==> src/rtl/window_readout_ctrl_if.sv <==
// Readout stream between the window controller and its single consumer.
// One bin count per transfer on valid && ready; last marks the final bin.
interface window_readout_ctrl_if #(
  parameter int NUM_BINS = 8,
  parameter int CNT_W    = 16
) ();
  localparam int IDX_W = $clog2(NUM_BINS);

  logic             out_valid;
  logic             out_ready;
  logic [IDX_W-1:0] out_idx;
  logic [CNT_W-1:0] out_data;
  logic             out_last;

  // Producer side: the window controller
  modport master (
    output out_valid,
    output out_idx,
    output out_data,
    output out_last,
    input  out_ready
  );

  // Consumer side
  modport slave (
    input  out_valid,
    input  out_idx,
    input  out_data,
    input  out_last,
    output out_ready
  );
endinterface

==> src/rtl/window_readout_ctrl.sv <==
// Window sequencer for the frequency-bin counters.
// Runs fixed COLLECT windows separated by a one-cycle LATCH, clears the bin
// counters, snapshots their counts at each window end and streams the
// snapshot out one bin per transfer while the next window collects.
module window_readout_ctrl #(
  parameter int NUM_BINS      = 8,
  parameter int CNT_W         = 16,
  parameter int WINDOW_CYCLES = 4_800_000,
  parameter int TIMER_W       = 26
) (
  input  logic                      clk,
  input  logic                      reset,
  input  logic                      enable,
  input  logic [NUM_BINS*CNT_W-1:0] bin_counts,
  output logic                      clear_counts,
  output logic                      collecting,
  output logic                      overrun,
  window_readout_ctrl_if.master     rd
);

  localparam int IDX_W = $clog2(NUM_BINS);
  localparam logic [TIMER_W-1:0] TIMER_END = TIMER_W'(WINDOW_CYCLES - 1);
  localparam logic [IDX_W-1:0]   IDX_LAST  = IDX_W'(NUM_BINS - 1);

  typedef enum logic [1:0] {
    IDLE    = 2'd0,
    COLLECT = 2'd1,
    LATCH   = 2'd2
  } state_t;

  state_t             state_reg;
  state_t             state_next;
  logic [TIMER_W-1:0] timer_reg;
  logic [TIMER_W-1:0] timer_next;

  logic               busy_reg;
  logic [IDX_W-1:0]   idx_reg;
  logic               overrun_reg;
  logic [CNT_W-1:0]   snap_reg [NUM_BINS];

  logic               xfer;
  logic               last_xfer;
  logic               take_snap;
  logic               drop_snap;

  // Window state and timer registers
  always_ff @(posedge clk or posedge reset) begin
    if (reset) begin
      state_reg <= IDLE;
      timer_reg <= '0;
    end else begin
      state_reg <= state_next;
      timer_reg <= timer_next;
    end
  end

  // Window next-state: a dropped enable abandons the partial window
  always_comb begin
    state_next   = state_reg;
    timer_next   = '0;
    clear_counts = 1'b0;
    collecting   = 1'b0;
    case (state_reg)
      IDLE: begin
        clear_counts = 1'b1;
        if (enable) state_next = COLLECT;
      end
      COLLECT: begin
        collecting = 1'b1;
        if (!enable) begin
          state_next = IDLE;
        end else if (timer_reg == TIMER_END) begin
          state_next = LATCH;
        end else begin
          timer_next = timer_reg + 1'b1;
        end
      end
      LATCH: begin
        clear_counts = 1'b1;
        state_next   = enable ? COLLECT : IDLE;
      end
      default: begin
        state_next = IDLE;
      end
    endcase
  end

  // A LATCH can only snapshot if the frame in flight is idle or finishing now
  assign xfer      = busy_reg && rd.out_ready;
  assign last_xfer = xfer && (idx_reg == IDX_LAST);
  assign take_snap = (state_reg == LATCH) && (!busy_reg || last_xfer);
  assign drop_snap = (state_reg == LATCH) && busy_reg && !last_xfer;

  // Readout sequencer: a new snapshot restarts at bin 0, otherwise step on transfer
  always_ff @(posedge clk or posedge reset) begin
    if (reset) begin
      busy_reg <= 1'b0;
      idx_reg  <= '0;
    end else if (take_snap) begin
      busy_reg <= 1'b1;
      idx_reg  <= '0;
    end else if (last_xfer) begin
      busy_reg <= 1'b0;
      idx_reg  <= '0;
    end else if (xfer) begin
      idx_reg  <= idx_reg + 1'b1;
    end
  end

  // Sticky flag for a window whose data was lost to a busy readout
  always_ff @(posedge clk or posedge reset) begin
    if (reset) begin
      overrun_reg <= 1'b0;
    end else if (drop_snap) begin
      overrun_reg <= 1'b1;
    end
  end

  // Snapshot registers, loaded in parallel so the consumer never sees live counts
  genvar gi;
  generate
    for (gi = 0; gi < NUM_BINS; gi++) begin : g_snap
      // Capture bin gi at a snapshotting LATCH
      always_ff @(posedge clk or posedge reset) begin
        if (reset) begin
          snap_reg[gi] <= '0;
        end else if (take_snap) begin
          snap_reg[gi] <= bin_counts[gi*CNT_W +: CNT_W];
        end
      end
    end
  endgenerate

  assign overrun      = overrun_reg;
  assign rd.out_valid = busy_reg;
  assign rd.out_idx   = idx_reg;
  assign rd.out_data  = snap_reg[idx_reg];
  assign rd.out_last  = busy_reg && (idx_reg == IDX_LAST);

endmodule

==> src/flat_wrapper.sv <==
// flat-port wrapper written by rule: the top's interface ports become plain ports
module window_readout_ctrl_flat 
#(
  parameter int NUM_BINS      = 8,
  parameter int CNT_W         = 16,
  parameter int WINDOW_CYCLES = 4_800_000,
  parameter int TIMER_W       = 26
)
  (clk, reset, enable, bin_counts, clear_counts, collecting, overrun, rd_out_valid, rd_out_idx, rd_out_data, rd_out_last, rd_out_ready);
  window_readout_ctrl_if #(.NUM_BINS(NUM_BINS), .CNT_W(CNT_W)) rd_i ();
  input  logic clk;
  input  logic reset;
  input  logic enable;
  input  logic [NUM_BINS*CNT_W-1:0] bin_counts;
  output logic clear_counts;
  output logic collecting;
  output logic overrun;
  output wire logic [$bits(rd_i.out_valid)-1:0] rd_out_valid;
  output wire logic [$bits(rd_i.out_idx)-1:0] rd_out_idx;
  output wire logic [$bits(rd_i.out_data)-1:0] rd_out_data;
  output wire logic [$bits(rd_i.out_last)-1:0] rd_out_last;
  input wire logic [$bits(rd_i.out_ready)-1:0] rd_out_ready;
  assign rd_out_valid = rd_i.out_valid;
  assign rd_out_idx = rd_i.out_idx;
  assign rd_out_data = rd_i.out_data;
  assign rd_out_last = rd_i.out_last;
  assign rd_i.out_ready = rd_out_ready;
  window_readout_ctrl #(.NUM_BINS(NUM_BINS), .CNT_W(CNT_W), .WINDOW_CYCLES(WINDOW_CYCLES), .TIMER_W(TIMER_W)) u_core (.clk(clk), .reset(reset), .enable(enable), .bin_counts(bin_counts), .clear_counts(clear_counts), .collecting(collecting), .overrun(overrun), .rd(rd_i));
endmodule
==> config.mk <==
export PLATFORM = sky130hd
export DESIGN_NAME = window_readout_ctrl_flat
export DESIGN_NICKNAME = d
export VERILOG_FILES = /design/src/rtl/window_readout_ctrl_if.sv /design/src/rtl/window_readout_ctrl.sv /design/src/flat_wrapper.sv
export SDC_FILE = /design/constraint.sdc
export NUM_CORES = 1
export LEC_CHECK = 0
export ABC_CLOCK_PERIOD_IN_PS = 11100
export BUFFER_PORTS_ARGS = -buffer_cell sky130_fd_sc_hd__buf_2
export CORE_ASPECT_RATIO = 0.9
export CORE_MARGIN = 2
export CORE_UTILIZATION = 45
export CTS_BUF_LIST = sky130_fd_sc_hd__clkbuf_4 sky130_fd_sc_hd__clkbuf_8
export DETAILED_ROUTE_END_ITERATION = 8
export PLACE_DENSITY = 0.73
export REMOVE_ABC_BUFFERS = 1
export SLEW_MARGIN = 20
export SYNTH_ARGS = -nofsm -noshare
export SYNTH_HDL_FRONTEND = slang
export SYNTH_SLANG_ARGS = --single-unit
==> constraint.sdc <==
create_clock -name clk -period 11.1 [get_ports clk]
set_input_delay 1.11 -clock clk [delete_from_list [all_inputs] [get_ports clk]]
set_output_delay 1.11 -clock clk [all_outputs]
set_load 0.02 [all_outputs]
==> flow_metrics.py <==
metrics = {
    "setup_path": {
        "cp-end-kind": "flop",
        "path_depth": 7,
        "cpMostUsedCell": "ha_1",
        "arrival_ns": 4.01,
        "crit_required_ns": 11.44,
        "cpPeakStageDelay_ns": 1.03,
        "cp_slowest_cell": "dfrtp_2",
        "rrSetupSlack_ns": 7.43,
        "cp_num_buf_inv": 2,
        "critPathKind": "flop to flop",
        "startpoint_type": "flop",
        "crit_start": "u_core.rd.out_idx[1]$_DFFE_PP0P_",
        "rr_endpoint": "u_core.snap_reg[16]$_DFFE_PP0P_",
        "cp_top_family": "flip-flops",
        "crit_end": "u_core.snap_reg[16]$_DFFE_PP0P_",
        "worstRegToRegCells": 7,
        "path_cells": "ha_1 > ha_1 > a21boi_0 > nor2_4 > buf_12 > buf_6 > mux2_2",
        "cp_max_fo": 90,
        "r2r-start": "u_core.rd.out_idx[1]$_DFFE_PP0P_",
    },
    "routing": {
        "viasPerCell": 5.38,
        "first_iter_violations": 244,
        "wire_per_inst_um": 17.8,
        "drc": 0,
        "wirelength_mm": 15.5,
        "ant_nets": 0,
        "drt-pass1-iter-count": 5,
        "vias": 4683,
    },
    "cells_and_area": {
        "final_common_cell": "dfrtp_1",
        "final_layout_size_suffix_gt1_share_pct": 56.4,
        "diodes": 0,
        "syn_to_final_growth_pct": 19.1,
        "final_cell_mix": "dfrtp_1 (158), buf_2 (155), mux2_2 (144)",
        "largest_register_ffs": 128,
        "nets": 787,
    },
    "synth": {
        "ys.flop_type": "dfrtp_1",
        "synth_edf_count": 0,
        "synth-simple-area-share_pct": 6.26,
        "ys_seq_area_share_pct": 55.0,
        "synth_compound_area_share_pct": 2.91,
        "yosys_warnings": 0,
        "syn-cell-area_um2": 7320,
        "synthMuxAreaShare_pct": 32.0,
        "yosys-top-cells-area": "dfrtp_1 (55%), mux2_2 (22%), mux4_2 (9.8%), a21oi_1 (1.1%), buf_2 (1.1%)",
        "synth_cell_types": 33,
        "synthArstFlopShare_pct": 100,
        "synth-seq-cells": 161,
        "syn_inst": 500,
        "synth_top_cell_by_area": "dfrtp_1",
        "syn_area_per_cell_um2": 14.6,
        "synth_top_family_by_area": "multiplexers",
        "synthAdderAreaFrac_pct": 0.513,
        "yosys.area_share.xor_xnor_pct": 1.32,
        "synth_top_area_share_pct": 55.0,
    },
    "sta": {
        "setup_viol_count_final": 0,
        "fin_crit_ns": 3.67,
        "report.final.hold_viol_count": 0,
        "finalClockSkew_ns": 0.0160,
        "period_share_pct": 33.1,
        "grt_setup_unrepaired": "false",
        "maxSlewHeadroom_pct": 33.6,
        "worst_pin_slew_ns": 0.997,
        "fin_setup_tns_ns": 0,
        "clock.fmax_ghz": 0.272,
        "drv_slew": 0,
    },
    "clock_tree": {
        "cts_buffers": 17,
        "clk_latency_ns": 0.46,
        "cts.sinks": 161,
        "cts_resized": 0,
        "cts_tree": "done",
        "clk_pin_slew_ns": 0.08,
        "cts_buffer_depth": 2,
        "cts_hold_buf": 0,
        "clock-root-buffer": "clkbuf_8",
        "ctsHtreeMaxLevel": 4,
        "postCtsSetupRepairBufs": 0,
    },
    "floorplan": {
        "rows": 44,
        "die_area_um2": 17300,
        "io_pins": 156,
        "initial_utilization_pct": 45.7,
        "die_h_um": 125,
        "die_w_um": 138,
        "core_area_um2": 16000,
    },
    "power": {
        "power.share.combinational_pct": 26.9,
        "total_power_mw": 1.54,
        "leakage_nw": 3.73,
        "power_density_nw_per_um2": 177,
        "p_int_mw": 1.09,
        "pwr-share-clk_pct": 29.2,
        "swShare_pct": 29.5,
        "p_sw_uw": 455,
        "vdd_drop_max_mv": 0.124,
        "pwr-share-seq_pct": 43.9,
    },
    "global_routing": {
        "grt_pass1_wl_mm": 25.9,
        "grt_usage_pct": 19.1,
        "grt_pass1_vias": 5109,
        "grt_max_degree": 111,
        "grt_antenna_before_repair": 0,
        "gr-total-overflow": 0,
    },
    "run_status": {
        "status": "complete, no violations",
    },
    "placement": {
        "dp_hpwl_mm": 10.4,
        "place.gp.congestion": 0.803,
        "numPortBuffers": 155,
    },
    "min_path": {
        "hold_class": "flop to flop",
    },
    "flow_run": {
        "max_cap_viol_count": 0,
    },
}
==> per-stage QoR <==
| step | setup WS [ns] | hold slack, ns | utilization, % | std cells | cell area, µm² |
|---|---|---|---|---|---|
| after floorplan | 2.62 | 0.444 | - | 473 | 7200 |
| after detailed placement | 6.81 | 0.482 | 51.7 | 839 | 8280 |
| after global placement | 6.97 | 0.459 | 51.7 | 839 | 8280 |
| after global routing | 7.21 | 0.516 | 54.4 | 870 | 8720 |
| after CTS | 6.79 | 0.504 | 54.3 | 869 | 8690 |
| final | 7.43 | 0.493 | 54.4 | 870 | 8720 |
==> cells in the mapped netlist (7+ instances only) <==
master and number:
dfrtp_1 161, mux2_2 144, mux4_2 32, nor2_1 18, a21oi_1 16, buf_2 16, nand2_1 13, clkbuf_1 11
nand4_1 8, nand3_1 7, o21ai_0 7, or3_1 7
==> worst min-delay path by stage <==
stage	startpoint	end	slack, ns	cells past startpoint
finish	u_core.state_reg[0]$_DFFE_PP0P_	u_core.state_reg[0]$_DFFE_PP0P_	0.49	1
global placement	u_core.state_reg[0]$_DFFE_PP0P_	u_core.state_reg[0]$_DFFE_PP0P_	0.46	1
CTS	u_core.state_reg[0]$_DFFE_PP0P_	u_core.state_reg[0]$_DFFE_PP0P_	0.50	1
floorplan	u_core.state_reg[0]$_DFFE_PP0P_	u_core.state_reg[0]$_DFFE_PP0P_	0.44	1
detailed placement	u_core.overrun$_DFFE_PP0P_	u_core.overrun$_DFFE_PP0P_	0.48	1
global route	u_core.snap_reg[88]$_DFFE_PP0P_	u_core.snap_reg[88]$_DFFE_PP0P_	0.52	1
==> layout make-up <==
type                            count  area, µm²
Clock inverter                      6        105
Sequential cell                   161       4030
Clock buffer                       24        312
Timing Repair Buffer              160        830
Inverter                            6       27.5
Fill cell                        1306       7300
Multi-Input combinational cell    306       3150
Tap cell                          207        259
==> per-layer routing <==
| metal | vias up | track usage (%) | wire, µm |
|---|---|---|---|
| li1 | 2164 | - | - |
| met1 | 2369 | 25.2 | 6710 |
| met2 | 126 | 30.5 | 7540 |
| met3 | 24 | 5.36 | 969 |
| met4 | 0 | 7.02 | 277 |
| met5 | - | 0 | 0 |
==> power groups by stage <==
stage | Clock, mW | Sequential, mW | Combinational (mW)
2_1_floorplan | 0 | 0.697 | 0.272
3_3_place_gp | 0 | 0.686 | 0.415
3_5_place_dp | 0 | 0.690 | 0.422
4_1_cts | 0.465 | 0.679 | 0.425
5_1_grt | 0.487 | 0.684 | 0.453
6_report | 0.451 | 0.678 | 0.414
==> kinds of logic after synthesis <==
group | after synthesis
muxes | 176
DFF | 161
and+or+nand+nor | 81
AOI/OAI and AO/OA | 35
buffers and inverters | 33
xor gates and xnor gates | 11
adders and majority gates | 3
No activity file was read; power rests on OpenSTA's default activity.
